===== config.mk =====
export PLATFORM = sky130hd
export DESIGN_NAME = ucount_disp_drv_flat
export DESIGN_NICKNAME = d
export VERILOG_FILES = /design/src/rtl/ucount_disp_drv_if.sv /design/src/rtl/ucount_disp_drv.sv /design/src/flat_wrapper.sv
export SDC_FILE = /design/constraint.sdc
export NUM_CORES = 1
export LEC_CHECK = 0
export ABC_CLOCK_PERIOD_IN_PS = 2400
export BUFFER_PORTS_ARGS = -buffer_cell sky130_fd_sc_hd__buf_2
export CAP_MARGIN = 30
export CORE_UTILIZATION = 30
export CTS_CLUSTER_SIZE = 20
export DETAILED_ROUTE_END_ITERATION = 16
export GPL_TIMING_DRIVEN = 1
export PLACE_DENSITY = 0.48
export REMOVE_ABC_BUFFERS = 1
export SETUP_SLACK_MARGIN = 0.2
export SLEW_MARGIN = 30
export SYNTH_ARGS = -nofsm -noshare
export SYNTH_HDL_FRONTEND = slang
export SYNTH_SLANG_ARGS = --single-unit

===== constraint.sdc =====
create_clock -name clk -period 2.4 [get_ports clk]
set_clock_uncertainty 0.15 [all_clocks]
set_input_delay 0.12 -clock clk [delete_from_list [all_inputs] [get_ports clk]]
set_output_delay 0.12 -clock clk [all_outputs]
set_load 0.01 [all_outputs]

===== src/rtl/ucount_disp_drv_if.sv =====
// Bus between the 4-bit universal counter side and its display/event consumer.
// Master: counter side (drives count and clear). Slave: ucount_disp_drv.
interface ucount_disp_drv_if #(
    parameter int unsigned WRAP_W = 8
);
    logic [3:0]        binary;
    logic              clr;
    logic [6:0]        seg;
    logic [1:0]        an;
    logic              wrap_up;
    logic              wrap_dn;
    logic              jump;
    logic [WRAP_W-1:0] wrap_cnt;

    modport master (
        output binary, clr,
        input  seg, an, wrap_up, wrap_dn, jump, wrap_cnt
    );

    modport slave (
        input  binary, clr,
        output seg, an, wrap_up, wrap_dn, jump, wrap_cnt
    );
endinterface


===== src/rtl/ucount_disp_drv.sv =====
// Counter consumer: BCD 2-digit multiplexed 7-segment driver plus wrap/jump event flags.
// Optional: define LEAD_ZERO_BLANK_EN to darken the tens digit when it is zero.
module ucount_disp_drv #(
    parameter int unsigned REFRESH_DIV = 4,
    parameter int unsigned WRAP_W      = 8
) (
    input logic               clk,
    input logic               reset,
    ucount_disp_drv_if.slave  bus
);
    localparam logic [15:0] DivLast = 16'(REFRESH_DIV - 1);

    logic [3:0]        bin_q, bin_d;
    logic              val_q, val_d;
    logic              sel_q, sel_d;
    logic [15:0]       div_q, div_d;
    logic              wrap_up_q, wrap_up_d;
    logic              wrap_dn_q, wrap_dn_d;
    logic              jump_q, jump_d;
    logic [WRAP_W-1:0] wrap_cnt_q, wrap_cnt_d;
    logic [6:0]        seg_q, seg_d;
    logic [1:0]        an_q, an_d;

    logic [3:0] delta;
    logic       tens;
    logic [3:0] ones;

    function automatic logic [6:0] seg_of(input logic [3:0] d);
        logic [6:0] s;
        case (d)
            4'd0:    s = 7'h3F;
            4'd1:    s = 7'h06;
            4'd2:    s = 7'h5B;
            4'd3:    s = 7'h4F;
            4'd4:    s = 7'h66;
            4'd5:    s = 7'h6D;
            4'd6:    s = 7'h7D;
            4'd7:    s = 7'h07;
            4'd8:    s = 7'h7F;
            4'd9:    s = 7'h6F;
            default: s = 7'h00;
        endcase
        return s;
    endfunction

    always_comb begin
        bin_d = bus.binary;
        val_d = 1'b1;

        // Modulo-16 step size; +1 and -1 (0xF) are ordinary counting, anything else is a load.
        delta     = bus.binary - bin_q;
        wrap_up_d = val_q && (bin_q == 4'hF) && (bus.binary == 4'h0);
        wrap_dn_d = val_q && (bin_q == 4'h0) && (bus.binary == 4'hF);
        jump_d    = val_q && (delta != 4'h0) && (delta != 4'h1) && (delta != 4'hF);

        wrap_cnt_d = wrap_cnt_q;
        if (bus.clr) begin
            wrap_cnt_d = '0;
        end else if (wrap_up_q && (wrap_cnt_q != '1)) begin
            wrap_cnt_d = wrap_cnt_q + WRAP_W'(1);
        end

        // Refresh timing starts with the first valid sample so every slot is full length.
        div_d = div_q;
        sel_d = sel_q;
        if (val_q) begin
            if (div_q == DivLast) begin
                div_d = '0;
                sel_d = ~sel_q;
            end else begin
                div_d = div_q + 16'd1;
            end
        end

        tens = (bin_q >= 4'd10);
        ones = tens ? (bin_q - 4'd10) : bin_q;

        // seg_q/an_q act as the digit registers: new count visible 2 cycles after it arrives.
        seg_d = '0;
        an_d  = '0;
        if (val_q) begin
            if (!sel_q) begin
                an_d  = 2'b01;
                seg_d = seg_of(ones);
            end else begin
`ifdef LEAD_ZERO_BLANK_EN
                if (tens) begin
                    an_d  = 2'b10;
                    seg_d = seg_of(4'd1);
                end
`else
                an_d  = 2'b10;
                seg_d = seg_of({3'b000, tens});
`endif
            end
        end
    end

    always_ff @(posedge clk) begin
        if (reset) begin
            bin_q      <= '0;
            val_q      <= 1'b0;
            sel_q      <= 1'b0;
            div_q      <= '0;
            wrap_up_q  <= 1'b0;
            wrap_dn_q  <= 1'b0;
            jump_q     <= 1'b0;
            wrap_cnt_q <= '0;
            seg_q      <= '0;
            an_q       <= '0;
        end else begin
            bin_q      <= bin_d;
            val_q      <= val_d;
            sel_q      <= sel_d;
            div_q      <= div_d;
            wrap_up_q  <= wrap_up_d;
            wrap_dn_q  <= wrap_dn_d;
            jump_q     <= jump_d;
            wrap_cnt_q <= wrap_cnt_d;
            seg_q      <= seg_d;
            an_q       <= an_d;
        end
    end

    assign bus.seg      = seg_q;
    assign bus.an       = an_q;
    assign bus.wrap_up  = wrap_up_q;
    assign bus.wrap_dn  = wrap_dn_q;
    assign bus.jump     = jump_q;
    assign bus.wrap_cnt = wrap_cnt_q;
endmodule

===== src/flat_wrapper.sv =====
// flat-port wrapper written by rule: the top's interface ports become plain ports
module ucount_disp_drv_flat 
#(
    parameter int unsigned REFRESH_DIV = 4,
    parameter int unsigned WRAP_W      = 8
)
  (clk, reset, bus_binary, bus_clr, bus_seg, bus_an, bus_wrap_up, bus_wrap_dn, bus_jump, bus_wrap_cnt);
  ucount_disp_drv_if #(.WRAP_W(WRAP_W)) bus_i ();
  input logic clk;
  input logic reset;
  input wire logic [$bits(bus_i.binary)-1:0] bus_binary;
  input wire logic [$bits(bus_i.clr)-1:0] bus_clr;
  output wire logic [$bits(bus_i.seg)-1:0] bus_seg;
  output wire logic [$bits(bus_i.an)-1:0] bus_an;
  output wire logic [$bits(bus_i.wrap_up)-1:0] bus_wrap_up;
  output wire logic [$bits(bus_i.wrap_dn)-1:0] bus_wrap_dn;
  output wire logic [$bits(bus_i.jump)-1:0] bus_jump;
  output wire logic [$bits(bus_i.wrap_cnt)-1:0] bus_wrap_cnt;
  assign bus_i.binary = bus_binary;
  assign bus_i.clr = bus_clr;
  assign bus_seg = bus_i.seg;
  assign bus_an = bus_i.an;
  assign bus_wrap_up = bus_i.wrap_up;
  assign bus_wrap_dn = bus_i.wrap_dn;
  assign bus_jump = bus_i.jump;
  assign bus_wrap_cnt = bus_i.wrap_cnt;
  ucount_disp_drv #(.REFRESH_DIV(REFRESH_DIV), .WRAP_W(WRAP_W)) u_core (.clk(clk), .reset(reset), .bus(bus_i));
endmodule

==> summary.txt <==
Yosys
  • Post-Synthesis Cells: 239
  • Yosys top cell area share: 40.4%
  • Flops & latches, synth: 42
  • Seq/Total Area, Yosys: 40.4%
  • Synth area leader: dfxtp_1
  • Yosys cell types: 40
  • Primary FF master, synth: dfxtp_1
  • Post-synth ARST share: 0%
  • Synthesized area per cell: 8.71 µm²
  • Post-synth EDFFs: 0
  • Synth warnings: 0
  • Top post-synthesis cells by area: dfxtp_1, nor2_1, ha_1
  • Cell Area, Synth: 0.00208 mm²

Detailed routing
  • DRT Wirelength: 4.37 mm
  • Routed Antenna Nets: 0
  • # DRC: 0
  • Routed WL per cell: 12.5 µm
  • Vias per inst: 4.96
  • Via Count: 1741
  • Drt initial violations: 94
  • Pre-Repair DR Iteration Count: 4

Worst setup path
  • Reg-to-Reg Start: u_core.bin_q[1]$_SDFF_PP0_
  • Worst reg2reg path endpoint: u_core.bus.seg[1]$_SDFF_PP0_
  • Worst setup SP type: register
  • FF-to-FF setup slack: 0.29 ns
  • Critical path class: register to register
  • Reg2reg path depth: 7
  • Worst Setup EP: u_core.bus.seg[1]$_SDFF_PP0_
  • CP arrival: 2.19 ns
  • WP data required: 2.48 ns
  • Critical Path Start: u_core.bin_q[1]$_SDFF_PP0_
  • CP Max Fanout: 9
  • Crit path capture type: register

STA
  • Fmax achieved: 475 MHz
  • Slew margin rel.: 66.1%
  • # setup viols final: 0
  • Worst-Margin Slew: 0.507 ns
  • RSZ-0062 raised after global routing: no
  • Final min period: 2.11 ns
  • Endpoints failing hold: 0
  • Pins Over Slew Limit: 0
  • TNS Setup: 0 ns
  • Min Hold Slack: 0.0227 ns
  • Fin crit share: 87.7%

Power and ir drop
  • Max VDD drop: 0.234 mV
  • Lkg Pwr: 0.000986 µW
  • Pwr dens: 586 mW/mm²

Clock network
  • H-tree depth: 2
  • Maximum clock path buffer count: 2
  • Num CTS Buffers: 5
  • Root Driver: clkbuf_8
  • Resize count post-CTS: 0
  • CTS Hold Bufs: 8
  • Clock-pin slew on the worst setup and hold paths: 0.08 ns
  • Worst-Skew Late Latency: 0.30 ns
  • TritonCTS clock tree: built
  • Setup Buffers After CTS: 0
  • CTS Sinks: 42

GRT
  • Largest net degree at the start of global routing: 16
  • Vias in the first global route: 1609
  • Total grt overflow: 0
  • Gr usage total: 12.9%
  • Initial antenna violation count: 0
  • Global-route wire length before repair: 7.35 mm

Run
  • Max_cap viols: 0

Cells and area
  • Reg area: 841 µm²
  • Fillers: 672
  • Multi-input logic area: 0.00115 mm²
  • Final std cells w/o fill: 351
  • Diode count: 0
  • Post-layout net count: 290
  • Syn-to-layout area delta: 19.1%
  • Layout cells sized above 1: 15.3%
  • Fin util: 37.9%

Floorplan
  • Initial Util: 31.9%
  • Die height: 85.3 µm
  • Die ar.: 0.00727 mm²
  • Placement row count: 29
  • Die Span X: 85.3 µm
  • Core area: 0.00653 mm²
  • Ports: 27

Placement
  • Post-DP HPWL: 3.10 mm
  • PortBufs: 26
  • Placer congestion estimate: 0.795
  • Inst Count DP: 335

Hold path
  • Worst Hold Launch: bus_clr
  • Min-delay worst type: primary input to register

Run status
  • Status: complete, no violations
final cells by class:
cell class	instances	area share (%)
timing repair buffer	37	9.39
sequential	42	33.9
clock inverter	3	1.62
multi-input combinational	175	46.6
clock buffer	5	2.78
inverter	12	1.82
tap	77	3.89
cells in the mapped netlist, types with 5 or more instances:
cell      count
xor2_1        9
nand2_1      14
clkbuf_1      9
nor2_1       34
nand3_1       6
inv_1        12
nor2b_1       5
nor4_1        9
mux2i_1       6
o21ai_0       8
a21oi_1       8
nand4_1      14
ha_1          9
dfxtp_1      42
xnor2_1      12
nor3_1        7
logic make-up after synthesis:
logic type / Yosys count / share of synthesized area, %
AO/OA/AOI/OAI: 31 / 9.92
XOR/XNOR: 21 / 8.84
adder cells (fa/ha/maj): 10 / 6.37
buffers and inverters: 22 / 4.15
flip-flops: 42 / 40.4
multiplexers: 7 / 3.43
AND/OR/NAND/NOR: 106 / 26.9
how the worst min path moves through the flow:
| stage | endpoint | slack [ns] | cells after the start |
|---|---|---|---|
| after global routing | u_core.bus.wrap_cnt[0]$_SDFFE_PP0P_ | 0.03 | 3 |
| after global placement | u_core.bin_q[2]$_SDFF_PP0_ | 0.23 | 2 |
| after CTS | u_core.bus.wrap_cnt[0]$_SDFFE_PP0P_ | 0.02 | 3 |
| after detailed placement | u_core.bin_q[2]$_SDFF_PP0_ | 0.24 | 2 |
| after floorplan | u_core.bin_q[0]$_SDFF_PP0_ | 0.04 | 1 |
| final | u_core.bus.wrap_cnt[0]$_SDFFE_PP0P_ | 0.02 | 3 |
report_power, final:
part	leakage (µW)	total [µW]	internal [µW]	switching (µW)
sequential	0.000342	731	716	14.8
clock	0.0000579	560	306	253
combinational	0.000586	161	73.5	87.3
layout by cell type, fill, tap and decap left out, drive strengths merged, types with 9 or more instances in the layout:
| cell | netlist | layout |
|---|---|---|
| dfxtp | 42 | 42 |
| nor2 | 34 | 34 |
| buf | 1 | 29 |
| nand4 | 14 | 14 |
| nand2 | 14 | 14 |
| inv | 12 | 12 |
| xnor2 | 12 | 12 |
| nor4 | 9 | 9 |
| xor2 | 9 | 9 |
| ha | 9 | 9 |
worst max-delay path, cell delays in order, from the launching register on:
cell and delay (ns):
dfxtp_1 0.48, nor2b_1 0.11, mux2_2 0.34, ha_1 0.31, nand2b_1 0.06, a32o_1 0.25, a32o_1 0.21, a21oi_1 0.13
registers in the layout (all words and copies together) (netlist names):
signal               flops
u_core.bus.wrap_dn       1
u_core.bus.seg           7
u_core.bus.an            2
u_core.bus.wrap_up       1
u_core.sel_q             1
u_core.bus.jump          1
u_core.bin_q             4
u_core.bus.wrap_cnt      8
u_core.val_q             1
u_core.div_q            16
stage by stage:
| step | instance area [µm²] | worst slack [ns] | total power (µW) |
|---|---|---|---|
| 2_1_floorplan | 2040 | 0.355 | 848 |
| 3_3_place_gp | 2290 | 0.383 | 898 |
| 3_5_place_dp | 2290 | 0.349 | 898 |
| 4_1_cts | 2480 | 0.316 | 1480 |
| 5_1_grt | 2480 | 0.215 | 1530 |
| 6_report | 2480 | 0.294 | 1450 |
layer usage:
metal	global-route usage, %	wire (µm)	up-vias
met1	16.7	2170	782
met3	3.99	209	8
li1	-	-	911
met4	5.91	81	0
met2	19.6	1910	40
met5	0	0	-
Note: power is estimated with default switching activity, not from simulation.
